==> config.mk <==
export PLATFORM = sky130hd
export DESIGN_NAME = rc4_stream_xor
export DESIGN_NICKNAME = d
export VERILOG_FILES = /design/src/rtl/rc4_stream_xor.sv
export SDC_FILE = /design/constraint.sdc
export NUM_CORES = 1
export LEC_CHECK = 0
export BUFFER_PORTS_ARGS = -buffer_cell sky130_fd_sc_hd__buf_2
export CAP_MARGIN = 20
export CORE_ASPECT_RATIO = 0.6
export CORE_MARGIN = 5
export CORE_UTILIZATION = 43
export DETAILED_ROUTE_END_ITERATION = 8
export GPL_ROUTABILITY_DRIVEN = 0
export HOLD_SLACK_MARGIN = 0.08
export RECOVER_POWER = 50
export SLEW_MARGIN = 20
export SYNTH_ARGS = -nofsm -noshare
export SYNTH_HDL_FRONTEND = slang
export SYNTH_SLANG_ARGS = --single-unit
==> constraint.sdc <==
create_clock -name clk -period 3.7 [get_ports clk]
set_input_delay 0.185 -clock clk [delete_from_list [all_inputs] [get_ports clk]]
set_output_delay 0.185 -clock clk [all_outputs]
set_load 0.05 [all_outputs]
==> src/rtl/rc4_stream_xor.sv <==
// Buffers RC4 keystream bytes in a small FIFO and XORs them, one per byte,
// into a valid/ready byte stream with frame tracking and overflow detection.
module rc4_stream_xor #(
  parameter int KS_DEPTH = 4
) (
  input  logic        clk,
  input  logic        rst,
  input  logic        init_done,
  input  logic [7:0]  ks_byte,
  input  logic        ks_ready,
  output logic        ks_req,
  input  logic [7:0]  data_in,
  input  logic        data_in_valid,
  input  logic        data_in_last,
  output logic        data_in_ready,
  output logic [7:0]  data_out,
  output logic        data_out_valid,
  output logic        data_out_last,
  input  logic        data_out_ready,
  output logic [15:0] byte_count,
  output logic        ks_overflow
);

  localparam int AW = $clog2(KS_DEPTH);
  localparam int CW = AW + 1;

  typedef enum logic {WAIT_INIT = 1'b0, RUN = 1'b1} state_t;

  state_t         state_q, state_d;
  logic [7:0]     ks_mem_q [KS_DEPTH];
  logic [AW-1:0]  wr_ptr_q, wr_ptr_d;
  logic [AW-1:0]  rd_ptr_q, rd_ptr_d;
  logic [CW-1:0]  count_q, count_d;
  logic [7:0]     data_out_q, data_out_d;
  logic           data_out_valid_q, data_out_valid_d;
  logic           data_out_last_q, data_out_last_d;
  logic [15:0]    byte_count_q, byte_count_d;
  logic           ks_overflow_q, ks_overflow_d;

  logic           in_run, fifo_empty, fifo_full, flush;
  logic           in_hs, out_hs, push_req, push_ok;
  logic [7:0]     fifo_head;

  always_comb begin
    in_run     = (state_q == RUN);
    fifo_empty = (count_q == '0);
    fifo_full  = (count_q == CW'(KS_DEPTH));
    fifo_head  = ks_mem_q[rd_ptr_q];
    flush      = in_run && !init_done;

    // Two free slots leave room for one byte still in flight after ks_req drops.
    ks_req        = in_run && (count_q <= CW'(KS_DEPTH - 2));
    data_in_ready = in_run && !fifo_empty && (!data_out_valid_q || data_out_ready);

    in_hs    = data_in_valid && data_in_ready;
    out_hs   = data_out_valid_q && data_out_ready;
    push_req = in_run && ks_ready;
    push_ok  = push_req && (!fifo_full || in_hs);

    state_d = state_q;
    if (!in_run && init_done) begin
      state_d = RUN;
    end else if (flush) begin
      state_d = WAIT_INIT;
    end

    wr_ptr_d = wr_ptr_q;
    rd_ptr_d = rd_ptr_q;
    count_d  = count_q;
    if (flush) begin
      wr_ptr_d = '0;
      rd_ptr_d = '0;
      count_d  = '0;
    end else begin
      if (push_ok) wr_ptr_d = wr_ptr_q + AW'(1);
      if (in_hs)   rd_ptr_d = rd_ptr_q + AW'(1);
      count_d = count_q + {{(CW-1){1'b0}}, push_ok} - {{(CW-1){1'b0}}, in_hs};
    end

    ks_overflow_d = ks_overflow_q || (push_req && fifo_full && !in_hs);

    data_out_d       = data_out_q;
    data_out_last_d  = data_out_last_q;
    data_out_valid_d = data_out_valid_q;
    if (in_hs) begin
      data_out_d       = data_in ^ fifo_head;
      data_out_last_d  = data_in_last;
      data_out_valid_d = 1'b1;
    end else if (out_hs) begin
      data_out_valid_d = 1'b0;
    end

    byte_count_d = byte_count_q;
    if (out_hs) begin
      byte_count_d = data_out_last_q ? 16'd0 : byte_count_q + 16'd1;
    end
  end

  always_ff @(posedge clk) begin
    if (rst) begin
      state_q          <= WAIT_INIT;
      wr_ptr_q         <= '0;
      rd_ptr_q         <= '0;
      count_q          <= '0;
      data_out_q       <= '0;
      data_out_valid_q <= 1'b0;
      data_out_last_q  <= 1'b0;
      byte_count_q     <= '0;
      ks_overflow_q    <= 1'b0;
    end else begin
      state_q          <= state_d;
      wr_ptr_q         <= wr_ptr_d;
      rd_ptr_q         <= rd_ptr_d;
      count_q          <= count_d;
      data_out_q       <= data_out_d;
      data_out_valid_q <= data_out_valid_d;
      data_out_last_q  <= data_out_last_d;
      byte_count_q     <= byte_count_d;
      ks_overflow_q    <= ks_overflow_d;
    end
  end

  // Storage needs no reset; the pointers and count define what is valid.
  always_ff @(posedge clk) begin
    if (!rst && push_ok && !flush) begin
      ks_mem_q[wr_ptr_q] <= ks_byte;
    end
  end

  assign data_out       = data_out_q;
  assign data_out_valid = data_out_valid_q;
  assign data_out_last  = data_out_last_q;
  assign byte_count     = byte_count_q;
  assign ks_overflow    = ks_overflow_q;

endmodule

==> results.ini, run 1 <==
[outcome]
outcome = finished, final reports clean

[critical_path]
critPathSlowestCell = o211ai_1
crit_path_start_kind = register
path_max_fanout = 9
path_buf_inv = 2
reg2reg_slack_ns = 1.21
crit_family = adder cells
worstPathArrival_ns = 2.70
crit_path_cell_trace = nor2b_2 > o211ai_1 > and2_1 > inv_1 > ha_1 > inv_1 > ha_1 > fa_1 > xor2_1 > nor2_1
path_class = reg -> reg
r2r-start = data_out_valid
endpoint_kind = register
slowest_delay_ns = 0.38
rr_worst_depth = 10
required_ns = 3.91
reg2reg_to = count_q[2]

[die]
coreArea_sq_um = 6648
rows = 23
initial_core_util = 0.4412
die_y_microns = 73.97
die_x_microns = 116.6
dieArea_sq_um = 8626
io_pins = 52

[clocking]
clockRootBuffer = clkbuf_16
cts.repair.resized = 0
numCtsBuffers = 9
clkTransAtPathRegs_ns = 0.05
clockBufferDepth = 2
cts_tree = done
insertion_delay_ns = 0.33
cts_sinks = 69
htreeDepth = 3

[finish]
drive_gt1_frac = 0.1705
antenna_cells = 0
nNetsFinal = 334
fin_util = 0.5428
area_growth_pct = 23.04
finish.instance_area_sq_um = 3608

[synthesis]
synth_most_common_cell = dfxtp_1
netlist_area_sq_um = 2933
synth.area.top_cells = edfxtp_1 (33%), dfxtp_1 (25%), mux4_2 (6.1%)
netlist_instances = 236
synth_cell_types = 36
synth-edff-count = 32
synth_nets = 270
async_flop_share = 0
synth-main-ff-cell = dfxtp_1
ys_seq_area_frac = 0.5802
ys_warn_count = 0
syn_area_per_cell_sq_um = 12.43
synth_top_area_frac = 0.3276
ys_seq_elements = 69
synth_largest_area_cell = edfxtp_1
post_synth_most_frequent_cells = dfxtp_1 (37), edfxtp_1 (32), nor2_1 (31), xnor2_1 (16), inv_1 (15)

[detailed_routing]
ant_nets = 0
wl_per_cell_microns = 14.69
num_vias = 1919
drt_iter0_markers = 116
wirelength_microns = 5757
vias_per_cell = 4.895
drc_errors = 0
dr.pass1.iters = 4

[timing]
finalSetupViolCount = 0
tns_ns = 0
period_share = 0.6726
slew_headroom = 0.5777
maxSlewViolCount = 0
skew_ns = 0.003407
post-route-min-period_ns = 2.489
rsz0062_at_grt = no
hold_viol_final = 0
fmax_mhz = 401.8
tightest_slew_ns = 0.6361
setup_slack_ns = 1.211

[power]
power_density_nw_per_um2 = 492.6
vdd_drop_max_mv = 0.3149
leakage_nw = 1.253
total_power_w = 0.001777

[hold_path]
worstHoldPathCells = 3
hold_path_end = data_out_last
holdCritPathClass = in -> reg
min_from = data_in_last

[global_routing]
gr-total-overflow = 0
first_global_vias = 1877
grt_pass1_wl_microns = 9535
grt_max_degree = 21
grtUsageTotal = 0.1507
antenna_found_initial = 0

[placement]
pre_cts_ws_ns = 1.217
io_buffers = 51
dp_hpwl_microns = 4103
dpl_cell_area_sq_um = 3266

[job]
cap_violations = 0

==> metrics by stage <==
step,cells,hold slack (ns)
6_report,392,0.1131
5_1_grt,392,0.09659
4_1_cts,392,0.09816
3_5_place_dp,368,0.4091
3_3_place_gp,368,0.4062
2_1_floorplan,236,0.2496
==> sequential cells by signal (all words and copies together), names as in the netlist, named ones only <==
name / cells
byte_count: 16
ks_overflow: 1
data_out: 8
count_q: 3
in_run: 1
data_out_valid: 1
wr_ptr_q: 2
ks_mem_q: 32
rd_ptr_q: 2
data_out_last: 1
==> where the power goes <==
part           switching (W)   total, W  leakage, nW  internal [W]
Sequential        0.00000668   0.000813        0.586      0.000807
Combinational      0.0000564  0.0000918        0.517     0.0000354
Clock               0.000294   0.000872        0.149      0.000578
==> per-layer routing <==
metal	vias to the layer above	part of all wire	wire [microns]	GRT usage
met2	51	0.41	2388	0.2136
met1	889	0.50	2879	0.2070
met4	0	0.011	61	0.06107
met5	-	0	0	0
li1	973	-	-	-
met3	6	0.074	427	0.06179
==> worst max-delay path by stage <==
stage	from	endpoint	slack [ns]	cells past startpoint
2_1_floorplan	data_out_valid	count_q[1]	1.19	9
3_3_place_gp	data_out_valid	count_q[2]	1.28	10
3_5_place_dp	data_out_valid	count_q[2]	1.22	10
4_1_cts	data_out_valid	count_q[2]	1.20	10
5_1_grt	data_out_valid	count_q[2]	1.0	10
6_report	data_out_valid	count_q[2]	1.21	10
==> cells in the final DEF (no fill, tap or decap), drive strengths merged, types with 4 or more instances in the layout <==
master / netlist / layout
mux4: 8 / 8
a21oi: 8 / 8
or3: 4 / 4
buf: 5 / 17
edfxtp: 32 / 32
nand2: 10 / 10
a211oi: 8 / 8
dlygate4sd3: 0 / 8
inv: 16 / 16
nor2: 31 / 31
ha: 10 / 10
clkinv: 0 / 5
nand3: 6 / 6
and3: 4 / 4
nand4: 7 / 7
clkbuf: 1 / 43
nor3: 5 / 5
nor4: 4 / 4
and2: 4 / 4
dfxtp: 37 / 37
xnor2: 16 / 16
xor2: 6 / 6
==> layout make-up <==
type	instances	area, sq um
timing repair buffer	59	292.8
clock inverter	7	80.08
fill	591	3039
inverter	16	60.06
multi-input combinational	145	1140
sequential	69	1702
tap	87	108.9
clock buffer	9	225.2
==> kinds of logic after synthesis <==
kind of cell / synth area share
AOI/OAI and AO/OA: 0.07082
xor gates and xnor gates: 0.06570
adders and majority gates: 0.04949
buffers and inverters: 0.03114
DFF: 0.5802
muxes: 0.06485
and+or+nand+nor: 0.1378
==> timing repair <==
action,4_1_cts,5_1_grt
hold buffers,8,0
buffers inserted,0,0
setup endpoints to repair,0,0
hold endpoints to repair,29,0
==> tightest hold or removal path: stages <==
cell     delay, ns
buf_2         0.10
nand2_1       0.05
a21oi_1       0.05
No activity file was read; power rests on OpenSTA's default activity.
==> run 2: changes to the inputs <==
- clock period: 3.7 -> 2.35 ns (I/O delays scaled with it)
==> run 2 against run 1 <==
  * Flip-flop and latch count did not move
  * Final area rose by 1.4%
  * Sequential share of layout area fell by 0.60 points
  * Power rose by 60%
  * Non-clock buffer count rose by 5
  * First-iteration DRC count fell by 27%
  * Via count fell by 0.31%
  * Hold slack improved by 0.0041 ns
  * Die area did not move
  * Combinational power rose by 62%
  * Global-route usage fell by 0.42 points
  * Largest cell class unchanged
==> results.ini, run 2 (same netlist as run 1, synthesis figures left out) <==
[critical_path]
reg2reg_slack_ns = 0.15  ; -1.06 ns
endpoint_kind = register
path_class = reg -> reg
rr_worst_depth = 10  ; unchanged
crit_path_start_kind = register
worstPathArrival_ns = 2.41  ; -0.29 ns
required_ns = 2.56  ; -1.35 ns
path_max_fanout = 9  ; unchanged

[die]
die_x_microns = 116.6  ; unchanged
die_y_microns = 73.97  ; unchanged
coreArea_sq_um = 6648  ; unchanged
initial_core_util = 0.4412  ; unchanged
rows = 23  ; unchanged
io_pins = 52  ; unchanged
dieArea_sq_um = 8626  ; unchanged

[finish]
drive_gt1_frac = 0.1871  ; +0.01660
fill_cells = 588  ; -0.51%
regMostFlops = ks_mem_q
largest_register_ffs = 32  ; unchanged
antenna_cells = 0  ; unchanged
multiInputGateArea_sq_um = 1137  ; -0.22%
nNetsFinal = 339  ; +1.5%
seq_area_sq_um = 1703  ; about the same
mostFrequentLayoutCells = dfxtp_1 (36), clkbuf_1 (36), edfxtp_1 (32), nor2_1 (31)
area_growth_pct = 24.70

[timing]
slew_headroom = 0.5944  ; +0.01665
tightest_slew_ns = 0.6110  ; -0.02508 ns
fmax_mhz = 454.8  ; +13%
rsz0062_at_grt = no
hold_viol_final = 0  ; unchanged
period_share = 0.9356  ; +0.2630
skew_ns = 0.005581  ; +0.002174 ns
maxSlewViolCount = 0  ; unchanged
tns_ns = 0  ; unchanged
finalSetupViolCount = 0  ; unchanged
setup_slack_ns = 0.1513  ; -1.060 ns
post-route-min-period_ns = 2.199  ; -0.2900 ns

[placement]
dp_hpwl_microns = 4113  ; +0.24%
io_buffers = 51  ; unchanged
pre_cts_ws_ns = 0.1007  ; -1.116 ns

[detailed_routing]
vias_per_cell = 4.819  ; -1.6%
num_vias = 1913  ; -0.31%
dr.pass1.iters = 4  ; unchanged
drt_iter0_markers = 85  ; -27%
ant_nets = 0  ; unchanged
wirelength_microns = 5698  ; -1.0%
wl_per_cell_microns = 14.35  ; -2.3%
drc_errors = 0  ; unchanged

[clocking]
insertion_delay_ns = 0.32  ; about the same
cts_sinks = 69  ; unchanged
numCtsBuffers = 9  ; unchanged
clkTransAtPathRegs_ns = 0.05  ; about the same
cts_tree = done
clockRootBuffer = clkbuf_16
clockBufferDepth = 2  ; unchanged
htreeDepth = 3  ; unchanged

[hold_path]
holdCritPathClass = in -> reg
worstHoldPathCells = 3  ; unchanged

[job]
cap_violations = 0  ; unchanged

[global_routing]
grt_max_degree = 20  ; -4.8%
antenna_found_initial = 0  ; unchanged
grtUsageTotal = 0.1465  ; -0.004191
first_global_vias = 1909  ; +1.7%
gr-total-overflow = 0  ; unchanged
grt_pass1_wl_microns = 9411  ; -1.3%

[power]
leakage_nw = 1.282  ; +2.3%
vdd_drop_max_mv = 0.4969  ; +58%
power_density_nw_per_um2 = 775.3  ; +57%

[outcome]
outcome = finished, final reports clean

==> run 2: power by group <==
group          total, W  switching [W]  leakage (nW)  internal (W)
Combinational  0.000149      0.0000886         0.538     0.0000608
Sequential      0.00128      0.0000102         0.587       0.00127
Clock           0.00141       0.000457         0.157      0.000949
==> run 2: worst max-delay path, cell delays in order, from the launching register on <==
cell and delay, ns:
dfxtp_2 0.36, nor2b_2 0.19, o211ai_1 0.22, and2_4 0.20, inv_1 0.04, ha_1 0.28, inv_1 0.04, ha_1 0.18
fa_1 0.38, xor2_1 0.14, nor2_1 0.05
==> run 2: area by class of cell <==
cell class | instances | share of cell area
Timing Repair Buffer | 64 | 0.09066
Inverter | 16 | 0.01642
Multi-Input combinational cell | 145 | 0.3110
Tap cell | 87 | 0.02976
Sequential cell | 69 | 0.4656
Clock buffer | 11 | 0.06637
Clock inverter | 5 | 0.02018
==> run 2: timing repair <==
item	4_1_cts	5_1_grt
endpoints found under the setup margin	0	2
resized for setup	0	2
hold endpoints to repair	33	0
hold buffers	9	0
buffers inserted	0	0
==> run 2: worst paths after layout <==
kind,startpoint,to
setup reg to reg,data_out_valid,count_q[2]
hold / removal,data_in[5],data_out[5]
setup / recovery,data_out_valid,count_q[2]
hold reg to reg,data_out_last,data_out_last
==> run 2: metal layers <==
metal  global-route usage  part of all wire  wire, microns  up-vias
met3              0.06585             0.059            339        5
met2               0.2117              0.42           2373       43
li1                     -                 -              -      986
met5                    0                 0              0        -
met4              0.03435            0.0067             38        0
met1               0.2045              0.52           2947      879
==> run 2: per-stage QoR <==
stage / instance area (sq um) / cells / total power (W) / hold WS (ns) / utilization
6_report: 3657 / 397 / 0.002836 / 0.1172 / 0.5502
5_1_grt: 3657 / 397 / 0.002946 / 0.1239 / 0.5502
4_1_cts: 3704 / 397 / 0.002880 / 0.1061 / 0.5571
3_5_place_dp: 3297 / 372 / 0.001446 / 0.3397 / 0.4960
3_3_place_gp: 3297 / 372 / 0.001444 / 0.3380 / 0.4960
2_1_floorplan: 2934 / 236 / 0.001391 / 0.1821 / -
==> run 3: changes to the inputs <==
- PLACE_DENSITY: unset -> 0.71
==> run 3 against run 2 <==
  * Critical path depth unchanged
  * Final cell count decreased by 0.25%
  * Final area decreased by 0.99%
  * Clock-buffer cell count increased by 4
  * Largest power group unchanged
==> results.ini, run 3 (same netlist as run 1, synthesis figures left out) <==
[critical_path]
critPathSlowestCell = fa_1
endpoint_kind = register
slowest_delay_ns = 0.37  ; about the same
path_class = reg -> reg
reg2reg_slack_ns = 0.17  ; +0.02 ns
path_max_fanout = 9  ; unchanged
required_ns = 2.56  ; about the same
worstPathArrival_ns = 2.39  ; -0.02 ns
crit_family = adder cells
path_buf_inv = 2  ; unchanged
crit_path_cell_trace = nor2b_2 > o211ai_1 > and2_4 > inv_1 > ha_1 > inv_1 > ha_1 > fa_1 > xor2_1 > nor2_1
startpoint = data_out_valid
r2r-start = data_out_valid
crit_path_start_kind = register

[placement]
io_buffers = 51  ; unchanged
dpl_cell_area_sq_um = 3289  ; -0.23%
dp_hpwl_microns = 4121  ; +0.18%
post-place-cells = 371  ; -0.27%

[power]
clockPowerShare = 0.478  ; -0.018
leakage_nw = 1.258  ; -1.9%
internal-power_w = 0.002182  ; -4.3%
power_density_nw_per_um2 = 755.1  ; -2.6%
p_sw_frac = 0.2020  ; +0.006032
p_sw_w = 0.0005522  ; -0.60%
combPwrFrac = 0.054  ; about the same
pwr-share-seq = 0.468  ; +0.017
vdd_drop_max_mv = 0.3597  ; -28%

[timing]
post-route-min-period_ns = 2.176  ; -0.02298 ns
tns_ns = 0  ; unchanged
hold_viol_final = 0  ; unchanged
tightest_slew_ns = 0.6427  ; +0.03169 ns
skew_ns = 0.005104  ; -0.0004771 ns
fmax_mhz = 459.6  ; +1.1%
period_share = 0.9259  ; -0.009777
maxSlewViolCount = 0  ; unchanged
slew_headroom = 0.5734  ; -0.02103
finalSetupViolCount = 0  ; unchanged
rsz0062_at_grt = no
holdWs_ns = 0.1122  ; -0.005031 ns

[hold_path]
min_from = data_in[1]
holdCritPathClass = in -> reg

[detailed_routing]
wl_met1_microns = 2758  ; -6.4%
dr_wl_met3_microns = 397  ; +17%
dr_wl_met2_microns = 2482  ; +4.6%
ant_nets = 0  ; unchanged
dr.pass1.iters = 4  ; unchanged
drc_errors = 0  ; unchanged
drt_iter0_markers = 119  ; +40%
wirelength_microns = 5728  ; +0.53%
wl_per_cell_microns = 14.46  ; +0.78%
top_layer = met4
num_vias = 1927  ; +0.73%
vias_per_cell = 4.866  ; +0.99%

[finish]
antenna_cells = 0  ; unchanged
regMostFlops = ks_mem_q
mostFrequentLayoutCells = clkbuf_1 (40), dfxtp_1 (36), edfxtp_1 (32), nor2_1 (31)
drive_gt1_frac = 0.1748  ; -0.01234
largest_register_ffs = 32  ; unchanged
fill_cells = 602  ; +2.4%
finish.instance_area_sq_um = 3621  ; -0.99%
stdcell_count = 396  ; -0.25%
final_common_cell = clkbuf_1
nNetsFinal = 338  ; -0.29%
area_growth_pct = 23.46

[job]
cap_violations = 0  ; unchanged

[die]
coreArea_sq_um = 6648  ; unchanged
io_pins = 52  ; unchanged
rows = 23  ; unchanged
initial_core_util = 0.4412  ; unchanged
die_y_microns = 73.97  ; unchanged
dieArea_sq_um = 8626  ; unchanged
die_x_microns = 116.6  ; unchanged

[global_routing]
grtUsageTotal = 0.1466  ; about the same
first_global_vias = 1908  ; -0.052%
gr-total-overflow = 0  ; unchanged
grt_max_degree = 20  ; unchanged
antenna_found_initial = 0  ; unchanged
grt_pass1_wl_microns = 9363  ; -0.51%

[clocking]
clockRootBuffer = clkbuf_16
insertion_delay_ns = 0.33  ; about the same
cts_tree = done
clockBufferDepth = 2  ; unchanged
numCtsBuffers = 9  ; unchanged
htreeDepth = 3  ; unchanged
clkTransAtPathRegs_ns = 0.05  ; about the same
cts_sinks = 69  ; unchanged

[outcome]
outcome = finished, final reports clean

-- run 3: per-stage QoR --
stage	total power, W	utilization	worst slack, ns
finish	0.002734	0.5447	0.1742
global placement	0.001440	0.4948	0.2000
CTS	0.002776	0.5517	0.1042
floorplan	0.001391	-	0.02507
global route	0.002833	0.5447	0.01073
detailed placement	0.001445	0.4948	0.1222
-- run 3: cell type report --
| class | count | area (sq um) | area share |
|---|---|---|---|
| tap | 87 | 108.9 | 0.03006 |
| sequential | 69 | 1703 | 0.4703 |
| clock buffer | 15 | 257.7 | 0.07118 |
| timing repair buffer | 63 | 324.1 | 0.08950 |
| multi-input combinational | 145 | 1137 | 0.3141 |
| inverter | 16 | 60.06 | 0.01659 |
| clock inverter | 1 | 30.03 | 0.008293 |
-- run 3: power by group through the flow --
stage	clock network (W)	logic (W)	registers [W]
final	0.00131	0.000148	0.00128
after global routing	0.00139	0.000165	0.00128
after CTS	0.00134	0.000152	0.00128
after detailed placement	0	0.000140	0.00130
after global placement	0	0.000136	0.00130
after floorplan	0	0.0000782	0.00131
-- run 3: per-layer routing --
layer  vias up  global-route usage
met5         -                   0
met4         0             0.06489
met3         9             0.04959
met2        50              0.2161
met1       886              0.1988
li1        982                   -
-- run 3: path summary, 6_finish.rpt --
check / endpoint / depth (start not counted)
max: count_q[2] / 10
min: data_out[1] / 3
max reg2reg: count_q[2] / 10
min reg2reg: ks_overflow / 1
-- run 3: timing repair --
action	in CTS	in global routing
gates resized for setup	0	2
endpoints found under the hold margin	33	0
endpoints found under the setup margin	0	2
setup buffers	0	0
hold buffers	9	0
-- run 3: worst min-delay path, delay by kind of cell --
kind,cells,cell delay (ns)
buf+inv,1,0.08
xor+xnor,1,0.12
compound gates,1,0.06
